$ cat config.mk
export PLATFORM = sky130hd
export DESIGN_NAME = acc_bank
export DESIGN_NICKNAME = d
export VERILOG_FILES = /design/src/rtl/acc_pkg.sv /design/src/rtl/acc_channel.sv /design/src/rtl/acc_bank.sv
export SDC_FILE = /design/constraint.sdc
export NUM_CORES = 1
export LEC_CHECK = 0
export ABC_AREA = 0
export CORE_ASPECT_RATIO = 0.7
export CORE_MARGIN = 2
export CORE_UTILIZATION = 45
export CTS_BUF_LIST = sky130_fd_sc_hd__clkbuf_4
export DETAILED_ROUTE_END_ITERATION = 7
export GPL_TIMING_DRIVEN = 0
export PLACE_DENSITY = 0.77
export SLEW_MARGIN = 30
export SYNTH_ARGS = -nofsm -noshare
export SYNTH_HDL_FRONTEND = slang
export SYNTH_SLANG_ARGS = --single-unit
$ cat constraint.sdc
create_clock -name clk -period 3.95 [get_ports clk]
set_clock_uncertainty 0.05 [all_clocks]
set_input_delay 0.79 -clock clk [delete_from_list [all_inputs] [get_ports clk]]
set_output_delay 0.79 -clock clk [all_outputs]
set_load 0.05 [all_outputs]
$ cat src/rtl/acc_pkg.sv
// acc_pkg: shared definitions for the accumulator bank.
// Holds the per-channel opcode encoding and its width. acc_channel
// decodes these values and acc_bank uses OP_W to slice its op bus.
package acc_pkg;

    localparam int OP_W = 3;

    localparam logic [OP_W-1:0] OP_NOP   = 3'd0;
    localparam logic [OP_W-1:0] OP_LOAD  = 3'd1;
    localparam logic [OP_W-1:0] OP_INC   = 3'd2;
    localparam logic [OP_W-1:0] OP_DEC   = 3'd3;
    localparam logic [OP_W-1:0] OP_ALU   = 3'd4;
    localparam logic [OP_W-1:0] OP_CLEAR = 3'd5;
    localparam logic [OP_W-1:0] OP_PUSH  = 3'd6;
    localparam logic [OP_W-1:0] OP_POP   = 3'd7;

endpackage

$ cat src/rtl/acc_channel.sv
// acc_channel: one accumulator with carry, zero flag and a LIFO
// save/restore stack with a sticky overflow/underflow error.
// Ports:
//   clk_i, rst_i    clock, synchronous active-high reset
//   op_i            encoded opcode (see acc_pkg)
//   dataIn_i        value for LOAD
//   aluOut_i        value for ALU
//   errClr_i        clears the sticky stack error
//   dataOut_o       accumulator value
//   zero_o          accumulator is zero
//   carry_o         carry/borrow from the last INC/DEC
//   stkFull_o       stack holds DEPTH entries
//   stkEmpty_o      stack holds no entries
//   stkErr_o        sticky push-when-full / pop-when-empty
module acc_channel
    import acc_pkg::*;
#(
    parameter int WIDTH = 16,
    parameter int DEPTH = 4,
    parameter int SAT   = 0
) (
    input  logic             clk_i,
    input  logic             rst_i,
    input  logic [OP_W-1:0]  op_i,
    input  logic [WIDTH-1:0] dataIn_i,
    input  logic [WIDTH-1:0] aluOut_i,
    input  logic             errClr_i,
    output logic [WIDTH-1:0] dataOut_o,
    output logic             zero_o,
    output logic             carry_o,
    output logic             stkFull_o,
    output logic             stkEmpty_o,
    output logic             stkErr_o
);

    localparam int AW = $clog2(DEPTH);
    localparam int CW = AW + 1;

    logic [WIDTH-1:0] accQ, accD;
    logic             carryQ, carryD;
    logic             errQ, errD;
    logic [CW-1:0]    cntQ, cntD;
    logic [WIDTH-1:0] stackQ [DEPTH];

    logic             full;
    logic             empty;
    logic             pushEn;
    logic             errSet;
    logic [AW-1:0]    pushIdx;
    logic [AW-1:0]    popIdx;

    // Stack occupancy flags come straight from the registered count so
    // they line up with dataOut_o in the same cycle.
    assign full    = (cntQ == CW'(DEPTH));
    assign empty   = (cntQ == '0);
    assign pushIdx = cntQ[AW-1:0];
    assign popIdx  = AW'(cntQ - 1'b1);

    // Opcode decode: work out the next accumulator, carry and stack count.
    // Failed stack operations leave everything alone except raising the
    // error; a set in the same cycle wins over an error clear.
    always_comb begin
        accD   = accQ;
        carryD = carryQ;
        cntD   = cntQ;
        pushEn = 1'b0;
        errSet = 1'b0;
        case (op_i)
            OP_LOAD: begin
                accD   = dataIn_i;
                carryD = 1'b0;
            end
            OP_ALU: begin
                accD   = aluOut_i;
                carryD = 1'b0;
            end
            OP_CLEAR: begin
                accD   = '0;
                carryD = 1'b0;
            end
            OP_INC: begin
                if (accQ == '1) begin
                    carryD = 1'b1;
                    accD   = (SAT != 0) ? '1 : '0;
                end else begin
                    accD   = accQ + 1'b1;
                    carryD = 1'b0;
                end
            end
            OP_DEC: begin
                if (accQ == '0) begin
                    carryD = 1'b1;
                    accD   = (SAT != 0) ? '0 : '1;
                end else begin
                    accD   = accQ - 1'b1;
                    carryD = 1'b0;
                end
            end
            OP_PUSH: begin
                if (full) begin
                    errSet = 1'b1;
                end else begin
                    pushEn = 1'b1;
                    cntD   = cntQ + 1'b1;
                end
            end
            OP_POP: begin
                if (empty) begin
                    errSet = 1'b1;
                end else begin
                    accD   = stackQ[popIdx];
                    cntD   = cntQ - 1'b1;
                    carryD = 1'b0;
                end
            end
            default: begin
            end
        endcase
        errD = errSet ? 1'b1 : (errClr_i ? 1'b0 : errQ);
    end

    // Architectural state; reset wins over any opcode in the same cycle
    // and drops every saved stack entry by zeroing the count.
    always_ff @(posedge clk_i) begin
        if (rst_i) begin
            accQ   <= '0;
            carryQ <= 1'b0;
            errQ   <= 1'b0;
            cntQ   <= '0;
        end else begin
            accQ   <= accD;
            carryQ <= carryD;
            errQ   <= errD;
            cntQ   <= cntD;
        end
    end

    // Stack storage has no reset; only the count decides which entries
    // are valid.
    always_ff @(posedge clk_i) begin
        if (!rst_i && pushEn) begin
            stackQ[pushIdx] <= accQ;
        end
    end

    assign dataOut_o  = accQ;
    assign zero_o     = (accQ == '0);
    assign carry_o    = carryQ;
    assign stkFull_o  = full;
    assign stkEmpty_o = empty;
    assign stkErr_o   = errQ;

endmodule

$ cat src/rtl/acc_bank.sv
// acc_bank: NUM_CH independent accumulator channels, one per core.
// Each channel gets its own 3-bit opcode and WIDTH-bit data slices.
// Ports:
//   clk, rst     clock, synchronous active-high reset
//   op           per-channel opcodes, channel i at [3i+2:3i]
//   data_in      per-channel LOAD values
//   alu_out      per-channel ALU results
//   err_clr      per-channel sticky error clear
//   data_out     per-channel accumulator values
//   zero, carry, stk_full, stk_empty, stk_err   per-channel flags
module acc_bank
    import acc_pkg::*;
#(
    parameter int WIDTH  = 16,
    parameter int NUM_CH = 4,
    parameter int DEPTH  = 4,
    parameter int SAT    = 0
) (
    input  logic                    clk,
    input  logic                    rst,
    input  logic [OP_W*NUM_CH-1:0]  op,
    input  logic [WIDTH*NUM_CH-1:0] data_in,
    input  logic [WIDTH*NUM_CH-1:0] alu_out,
    input  logic [NUM_CH-1:0]       err_clr,
    output logic [WIDTH*NUM_CH-1:0] data_out,
    output logic [NUM_CH-1:0]       zero,
    output logic [NUM_CH-1:0]       carry,
    output logic [NUM_CH-1:0]       stk_full,
    output logic [NUM_CH-1:0]       stk_empty,
    output logic [NUM_CH-1:0]       stk_err
);

    // One channel instance per core; the bank itself only slices buses.
    for (genvar i = 0; i < NUM_CH; i++) begin : gChannel
        acc_channel #(
            .WIDTH (WIDTH),
            .DEPTH (DEPTH),
            .SAT   (SAT)
        ) uChannel (
            .clk_i      (clk),
            .rst_i      (rst),
            .op_i       (op[OP_W*i +: OP_W]),
            .dataIn_i   (data_in[WIDTH*i +: WIDTH]),
            .aluOut_i   (alu_out[WIDTH*i +: WIDTH]),
            .errClr_i   (err_clr[i]),
            .dataOut_o  (data_out[WIDTH*i +: WIDTH]),
            .zero_o     (zero[i]),
            .carry_o    (carry[i]),
            .stkFull_o  (stk_full[i]),
            .stkEmpty_o (stk_empty[i]),
            .stkErr_o   (stk_err[i])
        );
    end

endmodule
# [Word-level counts from Yosys, hierarchy flattened]
# Memories as Yosys holds them, arrays and structs flattened.
# Index checks and enable logic that the tools add are counted.
[classes] n_addsub=16 eq_ne=44 n_mux=80 reduce_logical=45
[op_table] operator="$pmux 16 s6" count=4
[op_table] operator="$mux 16" count=12
[op_table] operator="$add 16x1->16 const B" count=4
[op_table] operator="$eq 16x16->1 const B" count=4
[op_table] operator="$logic_not 16->1" count=4
[op_table] operator="$sub 16x1->16 const B" count=4
[op_table] operator="$eq 3x3->1 const B" count=20
[op_table] operator="$mux 1" count=44
[op_table] operator="$eq 3x2->1 const B" count=8
[op_table] operator="$mux 3" count=8
[op_table] operator="$pmux 3 s2" count=4
[op_table] operator="$reduce_bool 6->1" count=4
[op_table] operator="$ne 2x2->1 const B" count=8
[op_table] operator="$pmux 1 s4" count=4
[op_table] operator="$reduce_and 2->1" count=8
[op_table] operator="$reduce_bool 2->1" count=8
[op_table] operator="$reduce_bool 4->1" count=4
[op_table] operator="$add 3x1->3 const B" count=4
[op_table] operator="$eq 3x1->1 const B" count=4
[op_table] operator="$logic_not 3->1" count=4
[op_table] operator="$reduce_and 3->1" count=4
[op_table] operator="$reduce_or 3->1" count=4
[op_table] operator="$sub 3x1->3 const B" count=4
[op_table] operator="$pmux 1 s2" count=4
[op_table] operator="2 further kinds" count=5
[totals] regBits=84 ram_bits=256 inputBits=146 elab_cells=205 mem_count=4
[mem_list] memory="gChannel[0].uChannel.stackQ" depth=4 word_bits=16 read_ports=1 rd_ports_with_merged_regs=0 write_ports=1 line="acc_channel.sv:43" text="logic [WIDTH-1:0] stackQ [DEPTH];"
[mem_list] memory="gChannel[1].uChannel.stackQ" depth=4 word_bits=16 read_ports=1 rd_ports_with_merged_regs=0 write_ports=1 line="acc_channel.sv:43"
[mem_list] memory="gChannel[2].uChannel.stackQ" depth=4 word_bits=16 read_ports=1 rd_ports_with_merged_regs=0 write_ports=1 line="acc_channel.sv:43"
[mem_list] memory="gChannel[3].uChannel.stackQ" depth=4 word_bits=16 read_ports=1 rd_ports_with_merged_regs=0 write_ports=1 line="acc_channel.sv:43"

# [Depth between registers and ports, before layout]
[logic_depth] word_depth=6 depth_mapped=12 ltp_nobuf=9

# [Hierarchy]
# From an unflattened synthesis, not the netlist that was laid out.
[unflattened] hier_cells=1531 area_unflattened_um2=18101.1
[by_module_without_submodules] mod="acc_channel (gChannel[1].uChannel)" instances=1 cells_each=386 area_each_um2=4579.4 seq_area_each_um2=2342.2
[by_module_without_submodules] mod="acc_channel (gChannel[0].uChannel)" instances=1 cells_each=386 area_each_um2=4578.1 seq_area_each_um2=2342.2
[by_module_without_submodules] mod="acc_channel (gChannel[2].uChannel)" instances=1 cells_each=382 area_each_um2=4483.0 seq_area_each_um2=2342.2
[by_module_without_submodules] mod="acc_channel (gChannel[3].uChannel)" instances=1 cells_each=377 area_each_um2=4460.5 seq_area_each_um2=2342.2

# [Worst setup path after synthesis]
# No wires, ideal clock.
[synth_timing] kind="register to register" from="register gChannel[0].uChannel.cntQ[0]" to="register gChannel[0].uChannel.accQ[9]" setup_time_ns=0.144 arrival_time_ns=3.116 setup_slack_ns=0.640 path_stages_with_launch=10 n_path_buf=4 path_cell_list="dfxtp_1 -> clkbuf_1 -> buf_2 -> inv_1 -> ha_1 -> clkbuf_1 -> clkbuf_1 -> mux4_2 -> a2111oi_0 -> a311oi_1"
[synth_between] elab_chain_len=4 word_cells_on_any_way=7 classes_between="1 x add/sub; 1 x eq/ne; 2 x mux; 2 x reduce/logical; 1 x memory"
[synth_lines] item="from (decl)" line="acc_channel.sv:42" text="logic [CW-1:0] cntQ, cntD;"
[synth_lines] item="from (signal assigned)" line="acc_channel.sv:134" text="cntQ <= cntD;"
[synth_lines] item="$sub 3x1->3" line="acc_channel.sv:57" text="assign popIdx = AW'(cntQ - 1'b1);"
[synth_lines] item="$mem_v2 4x16"
[synth_lines] item="$mux 16" line="acc_channel.sv:108" text="if (empty) begin"
[synth_lines] item="$pmux 16 s6" line="acc_channel.sv:68" text="case (op_i)"
[synth_lines] item="to (signal assigned)" line="acc_channel.sv:126" text="accQ <= '0;"
[synth_lines] item="to (signal assigned)" line="acc_channel.sv:131" text="accQ <= accD;"
[synth_lines] item="to (decl)" line="acc_channel.sv:39" text="logic [WIDTH-1:0] accQ, accD;"
# Several ways; a longest one is shown, not always the timed one. The select of a mux whose other input is x is not followed.
# A chain may end at the register's enable or synchronous reset.

# [Final worst setup path]
[layout_timing] from="register gChannel[0].uChannel.cntQ[0]" to="register gChannel[0].uChannel.accQ[3]"
# The elaborated chain is that of the path after synthesis.

==> results_dict.tcl <==
set metrics [dict create \
    grt-ovfl-total 0 \
    synthSimpleGateAreaFrac_pct 13.32 \
    synth-xor-area-share_pct 4.105 \
    wl_per_cell_um 24.24 \
    grt_first_pass_wirelength_um 89790 \
    worstPathMaxFanout 10 \
    cp-start-kind "flip-flop" \
    area.growth.synth_to_final_pct 23.77 \
    grt_usage_pct 28.94 \
    powerDensity_nw_per_um2 437.3 \
    cts_tree "built" \
    use_met3_pct 7.686 \
    p_leak_nw 7.414 \
    hp-start "gChannel[2].uChannel.stkErr_o" \
    synth.distinct_cells 78 \
    peakVddDrop_mv 0.2649 \
    initial_utilization_pct 45.34 \
    synth.avg_cell_area_sq_um 11.32 \
    dp_hpwl_um 42260 \
    synth_area_sq_um 17890 \
    cp_top_family "compound AO/OA/AOI/OAI gates" \
    via_count 15130 \
    max_cap_violations 0 \
    drt-initial-drc-count 1486 \
    worst-path-buf-inv 3 \
    synth-adder-area-share_pct 2.448 \
    fin_crit_ns 3.817 \
    die_area_sq_um 41390 \
    n_fill_cell 3464 \
    netlist.area_leader.share_pct 42.97 \
    slowest_stage "a2111oi_0" \
    whs_path_depth 2 \
    root_buffer "clkbuf_4" \
    busiest_layer "met1" \
    yosysWarnings 0 \
    grt_antenna_before_repair 6 \
    htreeDepth 3 \
    core_sq_um 39460 \
    die_h_um 170.8 \
    grt_use_met2_pct 41.19 \
    timing.rr.start "gChannel[0].uChannel.cntQ[0]" \
    synthTopCellsByArea "edfxtp_1, dfxtp_1, mux4_2" \
    status "complete, no violations" \
    die_w_um 242.3 \
    clk_pin_slew_ns 0.07 \
    instances_no_fill 2505 \
    slew_headroom_pct 33.67 \
    io_pins 230 \
    cts_max_path_buffers 3 \
    drt_pass1_iterations 6 \
    dp.cells 2340 \
    grt_pass1_vias 14650 \
    critical_path_required_ns 4.51 \
    muxShareOfSynthArea_pct 8.477 \
    viasPerCell 6.041 \
    ys.flop_type "edfxtp_1" \
    nets 2073 \
    async_flop_share_pct 0 \
    synth_top_area_cell "edfxtp_1" \
    multi_input_area_sq_um 7861 \
    cpPeakStageDelay_ns 0.84 \
    gp_routability_congestion 0.9570 \
    ff2ff_setup_slack_ns 0.13 \
    cpMostUsedCell "o211ai_1" \
    detail-route-antenna-nets 0 \
    cts_buffers 87 \
    syn_nets 1761 \
    io_buffers 223 \
    rsz0062_at_grt "false" \
    drcViolationCount 0 \
    hold_path_class "reg -> reg" \
    syn_inst 1580 \
    use_met1_pct 42.51 \
    drt-total-wl_um 60720 \
    crit_type "reg -> reg" \
    holdBufCountCts 0 \
    synth_edf_count 256 \
    layout-drive-gt1-share_pct 15.48 \
    drv_slew 0 \
    yosysSeqAreaShare_pct 52.37 \
    seq_area_sq_um 9369 \
    clkSinkCount 340 \
    cp_cell_sequence "clkbuf_4, buf_4, inv_1, ha_1, mux4_2, a2111oi_0, o211ai_1, o211ai_1, a21oi_1" \
    rows 61 \
    grt_start_max_net_pins 17 \
    finalCritPeriodShare_pct 96.64 \
    fmax_mhz 262.0 \
    regToRegEndpoint "gChannel[0].uChannel.dataOut_o[3]" \
    worst_pin_slew_ns 0.9903 \
    finalSetupViolations 0 \
    hold_viol 0 \
    tns_ns 0 \
    clock_latency_ns 0.79 \
    critPathArrivalTime_ns 4.38 \
    synth_top_family_by_area "compound AO/OA/AOI/OAI gates" \
    ys_ff_latch 340 \
    synth_compound_area_share_pct 14.92 \
    reg2reg_depth 9 \
    min_to "gChannel[2].uChannel.stkErr_o" \
    critPathCaptureType "flip-flop" \
]
==> layer usage <==
layer  routed length [um]  vias to the layer above
li1                     -                     6776
met1                27070                     7435
met2                25660                      813
met3                 6430                      109
met4                 1567                        0
met5                    0                        -
==> layout make-up <==
type / instances / share of cell area, %
inverter: 37 / 0.6273
clock buffer: 142 / 4.815
multi-input combinational: 1056 / 35.51
antenna: 6 / 0.06781
buffer: 143 / 3.001
tap: 535 / 3.023
clock inverter: 19 / 0.5142
sequential: 340 / 42.31
timing repair buffer: 227 / 10.13
==> flip-flops by register name, summed over array words and instances (netlist names) <==
| register | flops |
|---|---|
| gChannel.uChannel.stkErr_o | 4 |
| gChannel.uChannel.carry_o | 4 |
| gChannel.uChannel.stackQ | 256 |
| gChannel.uChannel.dataOut_o | 64 |
| gChannel.uChannel.cntQ | 12 |
==> logic make-up after synthesis <==
logic type | count (synthesis)
xor gates and xnor gates | 83
muxes | 78
adders and majority gates | 35
AOI/OAI and AO/OA | 386
buffers and inverters | 184
and+or+nand+nor | 474
DFF | 340
==> power by group <==
part	internal, mW	switching, mW	total [mW]
logic	0.873	1.41	2.28
clock network	1.69	1.51	3.20
registers	4.00	0.197	4.19
==> synthesized netlist by cell type (8+ instances only) <==
library cell	n
nand2b_1	15
nand2_1	106
or4_1	8
o211ai_1	25
and2_1	22
a31oi_1	13
clkbuf_1	116
a311oi_1	9
nor3_1	43
a211oi_1	30
xor2_1	35
mux2i_1	12
dfxtp_1	84
mux4_2	58
and4_1	8
a21oi_1	74
a221oi_1	19
o22ai_1	11
o21ai_0	67
or3_1	21
mux2_2	8
nor4_1	23
nor2_1	119
inv_1	37
o221ai_1	14
nand3_1	44
nand4_1	21
buf_4	20
ha_1	35
edfxtp_1	256
xnor2_1	47
a22o_1	19
o31ai_1	15
a22oi_1	19
==> repair_timing <==
item | in CTS | in global routing
buffers inserted | 0 | 2
resized for setup | 41 | 14
pin swaps | 0 | 2
setup endpoints to repair | 183 | 17
==> worst max-delay path by stage <==
| stage | slack (ns) | to | cells past startpoint | start |
|---|---|---|---|---|
| floorplan | 0.64 | gChannel[0].uChannel.dataOut_o[9] | 9 | gChannel[0].uChannel.cntQ[0] |
| global placement | -0.72 | gChannel[3].uChannel.dataOut_o[10] | 11 | gChannel[3].uChannel.cntQ[0] |
| detailed placement | -0.70 | gChannel[0].uChannel.dataOut_o[9] | 9 | gChannel[0].uChannel.cntQ[0] |
| CTS | 0.01 | gChannel[3].uChannel.dataOut_o[10] | 11 | gChannel[3].uChannel.cntQ[0] |
| global route | 0.002 | stk_full[0] | 7 | gChannel[0].uChannel.cntQ[0] |
| finish | 0.13 | gChannel[0].uChannel.dataOut_o[3] | 9 | gChannel[0].uChannel.cntQ[0] |
==> metrics by stage <==
| step | worst slack [ns] | utilization [%] | area (sq um) | power [mW] | hold WS [ns] |
|---|---|---|---|---|---|
| 6_report | 0.1328 | 56.11 | 22140 | 9.682 | 0.4353 |
| 3_3_place_gp | -0.7171 | 52.69 | 20790 | 6.452 | 0.4121 |
| 5_1_grt | 0.002358 | 56.11 | 22140 | 10.10 | 0.4642 |
| 2_1_floorplan | 0.6401 | - | 17890 | 5.649 | 0.3998 |
| 4_1_cts | 0.01176 | 55.94 | 22070 | 9.701 | 0.4289 |
| 3_5_place_dp | -0.6970 | 52.78 | 20830 | 6.477 | 0.4199 |
==> layout by cell type (no fill, tap or decap), drive strengths merged, types with 38 or more instances in the layout <==
cell type      Yosys  routed
a21oi             74      74
clkbuf           116     257
clkdlybuf4s50      0     212
dfxtp             84      84
edfxtp           256     256
inv               37      38
mux4              58      58
nand2            106     106
nand3             44      44
nor2             119     119
nor3              43      43
o21ai             73      73
xnor2             48      48
==> worst reg2reg max path: cells and delay by family, from the launching register on <==
kind,cells,cell delay (ns)
adders and majority gates,1,0.80
AOI/OAI and AO/OA,4,1.27
DFF,1,0.36
buffers and inverters,3,0.74
muxes,1,0.45
No activity file was read; power rests on OpenSTA's default activity.
